<file path="config.mk">
export PLATFORM = sky130hd
export DESIGN_NAME = cam_byte_streamer_flat
export DESIGN_NICKNAME = d
export VERILOG_FILES = /design/src/rtl/cam_pkg.sv /design/src/rtl/cam_byte_streamer_if.sv /design/src/rtl/cam_byte_streamer_level.sv /design/src/rtl/cam_byte_streamer.sv /design/src/flat_wrapper.sv
export SDC_FILE = /design/constraint.sdc
export NUM_CORES = 1
export LEC_CHECK = 0
export CAP_MARGIN = 5
export CORE_UTILIZATION = 40
export DETAILED_ROUTE_END_ITERATION = 10
export GPL_TIMING_DRIVEN = 1
export HOLD_SLACK_MARGIN = 0.1
export MAX_ROUTING_LAYER = met4
export PLACE_DENSITY = 0.63
export SKIP_CTS_REPAIR_TIMING = 1
export SLEW_MARGIN = 0
export SYNTH_ARGS = -nofsm -noshare
export SYNTH_HDL_FRONTEND = slang
export SYNTH_HIERARCHICAL = 1
export SYNTH_SLANG_ARGS = --single-unit
</file>
<file path="constraint.sdc">
create_clock -name clock -period 2.93 [get_ports clock]
set_input_delay 0.586 -clock clock [delete_from_list [all_inputs] [get_ports clock]]
set_output_delay 0.586 -clock clock [all_outputs]
set_load 0.02 [all_outputs]
</file>
<file path="src/rtl/cam_pkg.sv">
// cam_pkg: shared state encoding, fill-scale and pattern mask constants for the camera byte streamer.
package cam_pkg;
  typedef enum logic [2:0] {S_IDLE, S_FILL, S_LOAD, S_PRESENT, S_RELEASE, S_FLUSH} state_t;
  localparam int PCT_MAX = 10;
  localparam logic [7:0] MASK_CAM0 = 8'h00;
  localparam logic [7:0] MASK_CAM1 = 8'hA5;
  function automatic logic [7:0] cam_mask(input int id);
    return (id == 1) ? MASK_CAM1 : MASK_CAM0;
  endfunction
endpackage

</file>
<file path="src/rtl/cam_byte_streamer_if.sv">
// cam_byte_streamer_if: 4-phase strobe/ack byte handshake toward the microcontroller.
interface cam_byte_streamer_if;
  logic [7:0] cur_byte;
  logic       strobe;
  logic       ack;
  modport master (output cur_byte, output strobe, input ack);
  modport slave  (input cur_byte, input strobe, output ack);
endinterface

</file>
<file path="src/rtl/cam_byte_streamer_level.sv">
// fill_level_tracker: byte count with percent in tenths, kept by a sub-counter instead of a divider.
module fill_level_tracker
  import cam_pkg::*;
#(
  parameter int BYTES_PER_PCT = 4,
  parameter int PTR_W         = 6
) (
  input  logic       clock,
  input  logic       reset_n,
  input  logic       i_inc,
  input  logic       i_dec,
  input  logic       i_clr,
  output logic [3:0] o_percent,
  output logic       o_full,
  output logic       o_empty
);
  localparam int DEPTH = PCT_MAX * BYTES_PER_PCT;
  localparam int SUB_W = (BYTES_PER_PCT > 1) ? $clog2(BYTES_PER_PCT) : 1;
  logic [PTR_W-1:0] r_count;
  logic [SUB_W-1:0] r_sub;
  logic [3:0]       r_pct;
  always_ff @(posedge clock or negedge reset_n) begin
    if (!reset_n) begin
      r_count <= '0;
      r_sub   <= '0;
      r_pct   <= '0;
    end else if (i_clr) begin
      r_count <= '0;
      r_sub   <= '0;
      r_pct   <= '0;
    end else if (i_inc) begin
      r_count <= r_count + 1'b1;
      r_sub   <= (r_sub == SUB_W'(BYTES_PER_PCT - 1)) ? '0 : r_sub + 1'b1;
      if (r_sub == SUB_W'(BYTES_PER_PCT - 1) && r_pct < 4'(PCT_MAX)) r_pct <= r_pct + 1'b1;
    end else if (i_dec) begin
      r_count <= r_count - 1'b1;
      r_sub   <= (r_sub == '0) ? SUB_W'(BYTES_PER_PCT - 1) : r_sub - 1'b1;
      if (r_sub == '0) r_pct <= r_pct - 1'b1;
    end
  end
  assign o_percent = r_pct;
  assign o_full    = (r_count == PTR_W'(DEPTH));
  assign o_empty   = (r_count == '0);
endmodule

</file>
<file path="src/rtl/cam_byte_streamer.sv">
// cam_byte_streamer: per-camera circular byte FIFO filled with a fixed pattern while filming
// and drained to the microcontroller over a 4-phase strobe/ack handshake.
module cam_byte_streamer
  import cam_pkg::*;
#(
  parameter int BYTES_PER_PCT = 4,
  parameter int CAM_ID        = 0,
  parameter int PTR_W         = 6
) (
  input  logic                  clock,
  input  logic                  reset_n,
  input  logic                  fill,
  input  logic                  pause,
  input  logic                  download,
  input  logic                  flush,
  cam_byte_streamer_if.master   bus,
  output logic [3:0]            percent,
  output logic                  full,
  output logic                  empty,
  output logic                  busy,
  output logic                  done
);
  localparam int         DEPTH = PCT_MAX * BYTES_PER_PCT;
  localparam logic [7:0] MASK  = cam_mask(CAM_ID);
  state_t           r_state, w_next;
  logic [7:0]       r_mem [DEPTH];
  logic [7:0]       r_cur_byte;
  logic [PTR_W-1:0] r_wr_ptr, r_rd_ptr;
  logic             w_wr, w_rd, w_clr, w_start_dl, w_idle_like;
  function automatic logic [PTR_W-1:0] f_next(input logic [PTR_W-1:0] p);
    return (p == PTR_W'(DEPTH - 1)) ? '0 : p + 1'b1;
  endfunction
  assign w_start_dl  = download & !empty;
  assign w_idle_like = (r_state == S_IDLE) || (r_state == S_FILL);
  always_ff @(posedge clock or negedge reset_n) begin
    if (!reset_n) r_state <= S_IDLE;
    else          r_state <= w_next;
  end
  always_comb begin
    w_next = r_state;
    case (r_state)
      S_IDLE, S_FILL: w_next = flush ? S_FLUSH : w_start_dl ? S_LOAD :
                               (fill & (!pause | r_state == S_FILL)) ? S_FILL : S_IDLE;
      S_LOAD:         w_next = S_PRESENT;
      S_PRESENT:      w_next = bus.ack ? S_RELEASE : S_PRESENT;
      // a flush seen while presenting is honoured here, once the byte is acknowledged
      S_RELEASE:      w_next = bus.ack ? S_RELEASE : empty ? S_IDLE : flush ? S_FLUSH :
                               (download & !pause) ? S_LOAD : S_IDLE;
      S_FLUSH:        w_next = S_IDLE;
      default:        w_next = S_IDLE;
    endcase
  end
  always_comb begin
    bus.strobe = (r_state == S_PRESENT);
    busy       = (r_state != S_IDLE);
    done       = (r_state == S_RELEASE) & !bus.ack & empty;
    w_wr       = w_idle_like & fill & !pause & !full & !flush & !w_start_dl;
    w_rd       = (r_state == S_PRESENT) & bus.ack;
    w_clr      = (r_state == S_FLUSH);
  end
  always_ff @(posedge clock or negedge reset_n) begin
    if (!reset_n) begin
      r_wr_ptr   <= '0;
      r_rd_ptr   <= '0;
      r_cur_byte <= '0;
    end else begin
      if (w_clr) begin
        r_wr_ptr <= '0;
        r_rd_ptr <= '0;
      end else begin
        if (w_wr) r_wr_ptr <= f_next(r_wr_ptr);
        if (w_rd) r_rd_ptr <= f_next(r_rd_ptr);
      end
      if (r_state == S_LOAD) r_cur_byte <= r_mem[r_rd_ptr];
    end
  end
  always_ff @(posedge clock) begin
    if (w_wr) r_mem[r_wr_ptr] <= 8'(r_wr_ptr) ^ MASK;
  end
  assign bus.cur_byte = r_cur_byte;
  fill_level_tracker #(.BYTES_PER_PCT(BYTES_PER_PCT), .PTR_W(PTR_W)) u_level (
    .clock     (clock),
    .reset_n   (reset_n),
    .i_inc     (w_wr),
    .i_dec     (w_rd),
    .i_clr     (w_clr),
    .o_percent (percent),
    .o_full    (full),
    .o_empty   (empty)
  );
endmodule

</file>
<file path="src/flat_wrapper.sv">
// flat-port wrapper written by rule: the top's interface ports become plain ports
module cam_byte_streamer_flat import cam_pkg::*;
#(
  parameter int BYTES_PER_PCT = 4,
  parameter int CAM_ID        = 0,
  parameter int PTR_W         = 6
)
  (clock, reset_n, fill, pause, download, flush, percent, full, empty, busy, done, bus_cur_byte, bus_strobe, bus_ack);
  cam_byte_streamer_if bus_i ();
  input  logic clock;
  input  logic reset_n;
  input  logic fill;
  input  logic pause;
  input  logic download;
  input  logic flush;
  output logic [3:0] percent;
  output logic full;
  output logic empty;
  output logic busy;
  output logic done;
  output wire logic [$bits(bus_i.cur_byte)-1:0] bus_cur_byte;
  output wire logic [$bits(bus_i.strobe)-1:0] bus_strobe;
  input wire logic [$bits(bus_i.ack)-1:0] bus_ack;
  assign bus_cur_byte = bus_i.cur_byte;
  assign bus_strobe = bus_i.strobe;
  assign bus_i.ack = bus_ack;
  cam_byte_streamer #(.BYTES_PER_PCT(BYTES_PER_PCT), .CAM_ID(CAM_ID), .PTR_W(PTR_W)) u_core (.clock(clock), .reset_n(reset_n), .fill(fill), .pause(pause), .download(download), .flush(flush), .bus(bus_i), .percent(percent), .full(full), .empty(empty), .busy(busy), .done(done));
endmodule
</file>
==> results.toml, run 1 <==
[yosys]
fraction_of_synthesis_flops_using_an_asynchronous_set_or_reset_pin_pct = 12.09
synth_sequential_area_ratio_pct = 69.97
post_synth.cell_area_avg_um2 = 16.88
synth_cell_type_count = 69
synth-edff-count = 240
post_synth_instance_area_um2 = 11480
yosys_warnings = 12
synth_cells = 680
postSynthRegisterBits = 273
synthFlopType = "edfxtp_1"

[sta]
final_hold_viol_count = 0
maxSlewViolCount = 0
final_worst_path_period_need_ps = 2811
final_min_period_over_clock_period_pct = 95.94
slew_headroom_pct = 39.88
grt_setup_unrepaired = "true"
hold_slack_ps = 150.3
setup_violations = 0
tightest_slew_ps = 901.8
skew_ps = 21.79
max_clock_freq_mhz = 355.7

[routing]
detail_route.first_pass.iterations = 5
ant_nets = 0
post-route-drc-count = 0
dr_wl_cell_um = 21.27
drtIter0Drc = 492
dr_total_vias = 6357
postRouteWirelength_mm = 24.53
vias_per_cell = 5.513

[cts]
clock_tree.root_cell = "clkbuf_16"
max-clock-path-buffers = 3
cts_tree = "built"
skew_pair_late_insertion_delay_ps = 550
path_clk_slew_ps = 60
clock-sinks = 273
cts_made_buffers = 28
cts-htree-levels = 1

[final_layout]
layout.cells.non_filler = 1153
seq_area_um2 = 8043
ratio_of_cells_with_drive_above_1_in_the_final_layout_pct = 25.55
layout_fillers = 2360
multiInputGateArea_um2 = 3262
num_antenna_cells = 0
syn_to_final_growth_pct = 16.29
final_net_count = 773

[global_route]
grt_pass1_wl_mm = 37.98
antenna_found_initial = 0
largest_net_degree_at_the_start_of_global_routing = 43
overflow = 0
groute.usage.overall_pct = 17.81
first_global_vias = 6469

[worst_setup_path]
path_delay_family = "buffers and inverters"
critical_path.endpoint_type = "primary output"
cp_data_required_time_ps = 2340
worst-path-max-fanout = 4
timing.setup.critical_path_class = "flop to primary output"
start_kind = "flop"
max_stage_delay_ps = 630
crit_arrival_ps = 2230
crit_path_cell_trace = "nor4_4, and3_1, clkdlybuf4s50_1"
crit_buf_inv = 1
cp_slowest_cell = "clkdlybuf4s50_1"

[power]
sw_frac_of_total_pct = 28.73
leakagePower_nw = 4.471
vdd_drop_max_mv = 0.5093
p_int_w = 0.007724
portion_of_total_power_attributed_to_the_clock_network_pct = 29.9
p_per_area_nw_per_um2 = 811.8
power.switching_w = 0.003114
sequentialPowerShare_pct = 46.8
comb_power_share_pct = 23.3

[floorplanning]
core_region_area_um2 = 28010
initial_utilization_pct = 40.98
die_h_um = 171.4
die-area_um2 = 29380
num_io_pins = 24
rows = 61
die_width_um = 171.4

[outcome]
status = "finished, final reports clean"

[placed_design]
detailed_place_hpwl_mm = 16.37
globalplace.congestion = 0.8694
port_buffers = 21
number_of_instances_in_the_placed_design = 1099

[flow_run]
maxCapViolations = 0

[hold_path]
hold_path_class = "primary input to async pin"
## power by group through the flow
stage          logic (W)  registers [W]  clock network [W]
3_5_place_dp     0.00244        0.00514                  0
5_1_grt          0.00273        0.00511            0.00346
2_1_floorplan    0.00168        0.00505                  0
3_3_place_gp     0.00237        0.00512                  0
4_1_cts          0.00245        0.00505            0.00334
6_report         0.00253        0.00507            0.00325
## stage by stage
step           util [%]  setup TNS, ps  instance area [um^2]  total power (W)  setup WS [ps]
6_report          47.66              0                 13350          0.01084          118.9
5_1_grt           47.66         -33.17                 13350          0.01130         -15.31
4_1_cts           47.45         -479.0                 13290          0.01084         -425.6
3_5_place_dp      44.42              0                 12440         0.007576          48.21
3_3_place_gp      44.42              0                 12440         0.007486          92.31
2_1_floorplan         -         -60.74                 11530         0.006730         -60.74
## placed cells by master, fill, tap and decap left out, drive strengths merged, types with 11 or more instances in the layout
cell type / count
mux2: 13
nand2: 27
inv: 11
clkinv: 12
buf: 61
mux4: 48
dfrtp: 33
a31oi: 14
clkdlybuf4s50: 18
nor2: 66
edfxtp: 240
o21ai: 12
clkbuf: 40
a21oi: 18
mux2i: 26
a22o: 12
## area by class of cell
class	count	area share, %
timing repair buffer	80	5.023
inverter	13	0.4124
multi-input combinational	358	24.43
sequential	273	60.24
tap	378	3.543
clock inverter	11	0.4592
clock buffer	40	5.886
## state kept, by name, summed over array words and instances, names as in the netlist
signal,count
u_core/u_level/o_percent,4
u_core/r_wr_ptr,6
u_core/u_level/r_count,6
u_core/r_mem,240
u_core/r_rd_ptr,6
u_core/u_level/r_sub,2
u_core/bus.cur_byte,6
u_core/r_state,3
## cell usage after synthesis (all sizes together), types with 3 or more instances
cell type,n,share of area [%]
edfxtp,240,63
nor2,66,2.4
mux4,48,9.4
dfrtp,33,7.2
nand2,27,0.88
buf,26,1.5
mux2i,26,2.3
a21oi,18,0.78
a31oi,14,0.76
mux2,13,1.3
a22o,12,0.92
inv,12,0.39
o21ai,12,0.52
clkbuf,11,0.37
ha,10,1.1
nand3,10,0.48
nor2b,9,0.58
o22ai,9,0.49
nand3b,7,0.46
a22oi,6,0.39
nand2b,6,0.33
a211oi,5,0.37
nor3,5,0.26
or3,5,0.29
a21o,4,0.26
xnor2,4,0.31
and2,3,0.16
nand4,3,0.16
nor3b,3,0.34
nor4,3,0.16
xor2,3,0.23
## worst paths after layout
kind / from / end / slack [ps] / depth (start not counted)
max in group asynchronous: reset_n / u_core/r_rd_ptr[0] / 2160 / 1
hold reg to reg: u_core/u_level/o_percent[2] / u_core/u_level/o_percent[2] / 590 / 2
min in group clock: u_core/u_level/o_percent[2] / u_core/u_level/o_percent[2] / 590 / 2
setup / recovery: u_core/u_level/r_count[1] / full / 120 / 3
hold / removal: reset_n / u_core/r_wr_ptr[1] / 150 / 1
setup reg to reg: u_core/u_level/r_count[1] / u_core/u_level/o_percent[3] / 140 / 11
## worst register-to-register path: cells and delay by family (launching register included)
kind / cells / cell delay, ps
simple gates: 4 / 880
buf+inv: 2 / 180
compound gates: 2 / 300
flops: 1 / 460
mux: 2 / 560
fa+ha+maj: 1 / 300
## cell families (layout without fill, tap and decap cells)
family	after synthesis	after routing	synth area share (%)
XOR/XNOR	7	7	0.5341
multiplexers	87	87	12.96
flip-flops	273	273	69.97
other	1	2	0.03267
adder cells (fa/ha/maj)	12	12	1.439
AO/OA/AOI/OAI	94	94	5.580
buffers and inverters	50	144	2.332
AND/OR/NAND/NOR	156	156	7.150
## layer usage
metal  up-vias  wire (um)  track usage, %
li1       2828          -               -
met1      3241      10400           23.20
met2       246      12070           28.79
met3        42       1546           3.221
met4         0        518           4.814
met5         -          0               -
(Power assumes the default switching activity.)
==> run 2: changes to the inputs <==
- ABC_CLOCK_PERIOD_IN_PS: not set -> 2930
- CORE_MARGIN: not set -> 4
- REMOVE_ABC_BUFFERS: not set -> 1
==> results.toml, run 2 (synthesis results as in run 1) <==
[power]
portion_of_total_power_attributed_to_the_clock_network_pct = 33.3
p_per_area_nw_per_um2 = 834.2
sw_frac_of_total_pct = 27.65
p_int_w = 0.008098
leakagePower_nw = 4.495
sequentialPowerShare_pct = 45.0
vdd_drop_max_mv = 0.4127
power.total_w = 0.01119
comb_power_share_pct = 21.8
power.switching_w = 0.003096

[worst_setup_path]
path_delay_family = "buffers and inverters"
cp_data_required_time_ps = 2340
critical_path.endpoint_type = "primary output"
crit_path_cell_trace = "nor4_2, nor3b_2, buf_4, clkdlybuf4s50_1"
worst-path-max-fanout = 3
crit_arrival_ps = 2200
cp_slowest_cell = "clkdlybuf4s50_1"
start_kind = "flop"
timing.setup.critical_path_class = "flop to primary output"
crit_buf_inv = 2
max_stage_delay_ps = 590

[sta]
max_clock_freq_mhz = 359.5
setup_violations = 0
smallest_setup_slack_after_layout_ps = 148.2
slew_headroom_pct = 44.98
maxSlewViolCount = 0
final_min_period_over_clock_period_pct = 94.94
skew_ps = 10.72
final_worst_path_period_need_ps = 2782
tightest_slew_ps = 825.4
final_hold_viol_count = 0
fin_setup_tns_ps = 0
grt_setup_unrepaired = "false"
hold_slack_ps = 150.5

[placed_design]
port_buffers = 21
preCtsSetupSlack_ps = -41.07
globalplace.congestion = 0.8618
detailed_place_hpwl_mm = 16.09

[cts]
cts-htree-levels = 1
path_clk_slew_ps = 70
clock-sinks = 273
clock_tree.root_cell = "clkbuf_16"
cts_tree = "built"
skew_pair_late_insertion_delay_ps = 530
max-clock-path-buffers = 3
cts_made_buffers = 27

[flow_run]
maxCapViolations = 0

[final_layout]
final_net_count = 771
layout_fillers = 2353
largest_register_ff_count = 240
post-route-util_pct = 47.91
ratio_of_cells_with_drive_above_1_in_the_final_layout_pct = 24.84
layout_common_cells = "edfxtp_1, nor2_1, buf_4"
mostFrequentLayoutCell = "edfxtp_1"
num_antenna_cells = 0
syn_to_final_growth_pct = 16.89
max_flop_register = "u_core/r_mem"

[global_route]
groute.usage.overall_pct = 16.02
antenna_found_initial = 0
first_global_vias = 6455
largest_net_degree_at_the_start_of_global_routing = 46
overflow = 0
grt_pass1_wl_mm = 38.08

[routing]
ant_nets = 0
drtIter0Drc = 544
dr_wl_cell_um = 21.04
vias_per_cell = 5.449
detail_route.first_pass.iterations = 5
post-route-drc-count = 0
dr_total_vias = 6272
postRouteWirelength_mm = 24.22

[floorplanning]
rows = 61
core_region_area_um2 = 28010
die-area_um2 = 31470
num_io_pins = 24
die_h_um = 177.4
die_width_um = 177.4
initial_utilization_pct = 40.98

[outcome]
status = "finished, final reports clean"

[hold_path]
hold_path_class = "primary input to async pin"
[run 2: cell count changes in the layout (fill, tap and decap cells not counted), sizes merged]
cell / before / now
clkinv: 12 / 10
clkinvlp: 1 / 4
bufinv: 0 / 7
clkbuf: 40 / 30
inv: 11 / 13
buf: 61 / 59
clkdlybuf4s50: 18 / 19
dlymetal6s2s: 1 / 0
[run 2: worst paths after layout]
path	slack [ps]	startpoint	to	cells past startpoint
setup / recovery	150	u_core/u_level/r_count[1]	empty	4
hold / removal	150	reset_n	u_core/u_level/o_percent[1]	1
setup reg to reg	170	u_core/u_level/r_count[1]	u_core/r_mem[8][4]	8
hold reg to reg	590	u_core/u_level/r_count[3]	u_core/u_level/r_count[3]	2
max in group asynchronous	2170	reset_n	u_core/r_rd_ptr[0]	1
min in group clock	590	u_core/u_level/r_count[3]	u_core/u_level/r_count[3]	2
[run 2: per-layer routing]
metal | GRT usage, % | up-vias | part of all wire [%]
met5 | - | - | 0
li1 | - | 2828 | -
met3 | 2.450 | 40 | 5.1
met1 | 21.31 | 3243 | 43
met4 | 3.932 | 0 | 2.2
met2 | 26.24 | 161 | 49
[run 2: power groups by stage]
stage	Clock, W	Sequential, W	Combinational, W
finish	0.00372	0.00503	0.00244
global route	0.00399	0.00508	0.00265
CTS	0.00380	0.00504	0.00242
detailed placement	0	0.00512	0.00242
global placement	0	0.00511	0.00234
floorplan	0	0.00525	0.00132
[run 2: per-stage QoR]
step | std cells | instance area (um^2)
2_1_floorplan | 644 | 11260
3_3_place_gp | 1100 | 12420
3_5_place_dp | 1100 | 12420
4_1_cts | 1150 | 13390
5_1_grt | 1151 | 13420
6_report | 1151 | 13420
[run 2: layout make-up]
class	count	area (um^2)	area share (%)
clock inverters	21	292.8	2.182
well taps	378	473.0	3.524
inverters	13	48.80	0.3636
multi-input cells	358	3208	23.91
flip-flops and latches	273	8040	59.92
repair buffers	79	673.1	5.016
clock buffers	29	683.2	5.091
[run 2: worst reg2reg max path: stages (launching register included)]
cell	delay, ps
dfrtp_1	380
nor4_2	290
nor3b_2	250
nand2b_4	180
nand3_2	100
buf_4	190
or4b_1	680
nor2_1	230
buf_4	170
==> run 3: changes to the inputs <==
- CORE_UTILIZATION: 40 -> 56
- PLACE_DENSITY: 0.63 -> 0.82
==> results.toml, run 3 (synthesis results as in run 1) <==
[worst_setup_path]
max_stage_delay_ps = 420
start_kind = "flop"
crit_buf_inv = 3
r2r_end = "u_core/u_level/r_count[5]"
worst_r2r_setup_slack_ps = -40
crit_path_cell_trace = "nor4_4, nor3b_2, nand2b_4, nand3_2, inv_2, clkinvlp_4, buf_4, ha_1, a21oi_1, o2bb2ai_1, o31a_1, nor3_2"
worst-path-max-fanout = 6
worst_setup_path_startpoint = "u_core/u_level/r_count[4]"
crit-reg2reg-launch = "u_core/u_level/r_count[4]"
timing.critical_path.to = "u_core/u_level/r_count[5]"
path_delay_family = "simple AND/OR/NAND/NOR gates"
crit_arrival_ps = 3400
cp_data_required_time_ps = 3360
worst_case_reg_to_reg_path_depth = 12
critical_path.endpoint_type = "flop"
cp_slowest_cell = "dfrtp_1"
cp_num_cells = 12
timing.setup.critical_path_class = "flop to flop"

[routing]
post-route-drc-count = 0
ant_nets = 0
vias_per_cell = 6.407
dr_total_vias = 6676
detail_route.first_pass.iterations = 5
drtIter0Drc = 620
postRouteWirelength_mm = 25.40
dr_wl_cell_um = 24.37

[outcome]
violations = "setup timing"
status = "finished, violations left"

[global_route]
groute.usage.overall_pct = 22.95
first_global_vias = 6752
overflow = 0
grt_pass1_wl_mm = 38.48
antenna_found_initial = 0
largest_net_degree_at_the_start_of_global_routing = 40

[hold_path]
hold_path_class = "primary input to async pin"

[final_layout]
syn_to_final_growth_pct = 15.25
final_net_count = 772
layout_common_cells = "edfxtp_1, buf_4, nor2_1"
largest_register_ff_count = 240
layout_fillers = 1271
mostFrequentLayoutCell = "edfxtp_1"
ratio_of_cells_with_drive_above_1_in_the_final_layout_pct = 25.78
num_antenna_cells = 0
max_flop_register = "u_core/r_mem"

[floorplanning]
die-area_um2 = 22850
die_h_um = 151.2
core_region_area_um2 = 20170
num_io_pins = 24
rows = 52
initial_utilization_pct = 56.92
die_width_um = 151.2

[sta]
skew_ps = 14.66
tightest_slew_ps = 839.2
final_worst_path_period_need_ps = 2965
smallest_setup_slack_after_layout_ps = -35.24
final_min_period_over_clock_period_pct = 101.2
slew_headroom_pct = 44.06
maxSlewViolCount = 0
final_hold_viol_count = 0
hold_slack_ps = 477.6
max_clock_freq_mhz = 337.2
setup_violations = 3

[power]
power.total_w = 0.01098
leakagePower_nw = 4.477
p_per_area_nw_per_um2 = 829.9
vdd_drop_max_mv = 0.4085

[placed_design]
port_buffers = 21
detailed_place_hpwl_mm = 15.81
globalplace.congestion = 0.9139

[cts]
cts-htree-levels = 1
clock-sinks = 273
clock_tree.root_cell = "clkbuf_16"
skew_pair_late_insertion_delay_ps = 530
max-clock-path-buffers = 3
cts_made_buffers = 25
cts_tree = "built"
path_clk_slew_ps = 70

[flow_run]
maxCapViolations = 0
## run 3: worst min-delay path by stage
stage	slack [ps]	cells after the start	to	startpoint
after floorplan	290	0	u_core/bus.cur_byte[0]	reset_n
after CTS	470	2	u_core/bus.cur_byte[3]	reset_n
after global placement	530	2	u_core/u_level/r_count[2]	u_core/u_level/r_count[2]
after detailed placement	560	2	u_core/u_level/r_count[3]	u_core/u_level/r_count[3]
final	480	2	u_core/u_level/o_percent[0]	reset_n
after global routing	530	2	u_core/bus.cur_byte[0]	reset_n
## run 3: cell type report
class                           count  area, um^2  area share, %
Clock buffer                       27       633.1          4.785
Timing Repair Buffer               82       695.7          5.258
Multi-Input combinational cell    358        3254          24.60
Clock inverter                     19       220.2          1.664
Sequential cell                   273        8036          60.74
Inverter                           13       52.55         0.3972
Tap cell                          270       337.8          2.553
## run 3: power breakdown
group	switching, W	internal [W]
logic	0.00147	0.00120
clock network	0.00141	0.00194
registers	0.000321	0.00464
## run 3: through the flow
stage	utilization [%]	worst slack [ps]	setup TNS [ps]	cells	instance area, um^2
2_1_floorplan	-	-689.4	-29170	644	11260
3_5_place_dp	60.75	-54.47	-137.5	990	12250
6_report	65.60	-35.24	-38.73	1042	13230
3_3_place_gp	60.75	17.05	0	990	12250
5_1_grt	65.60	-106.3	-288.0	1042	13230
4_1_cts	64.98	-427.4	-513.2	1036	13110
## run 3: metal layers
metal | up-vias | GRT usage, % | routed length [um]
met5 | - | - | 0
met4 | 0 | 8.522 | 1054
li1 | 2830 | - | -
met3 | 88 | 3.680 | 2234
met2 | 407 | 36.88 | 12700
met1 | 3351 | 30.08 | 9406
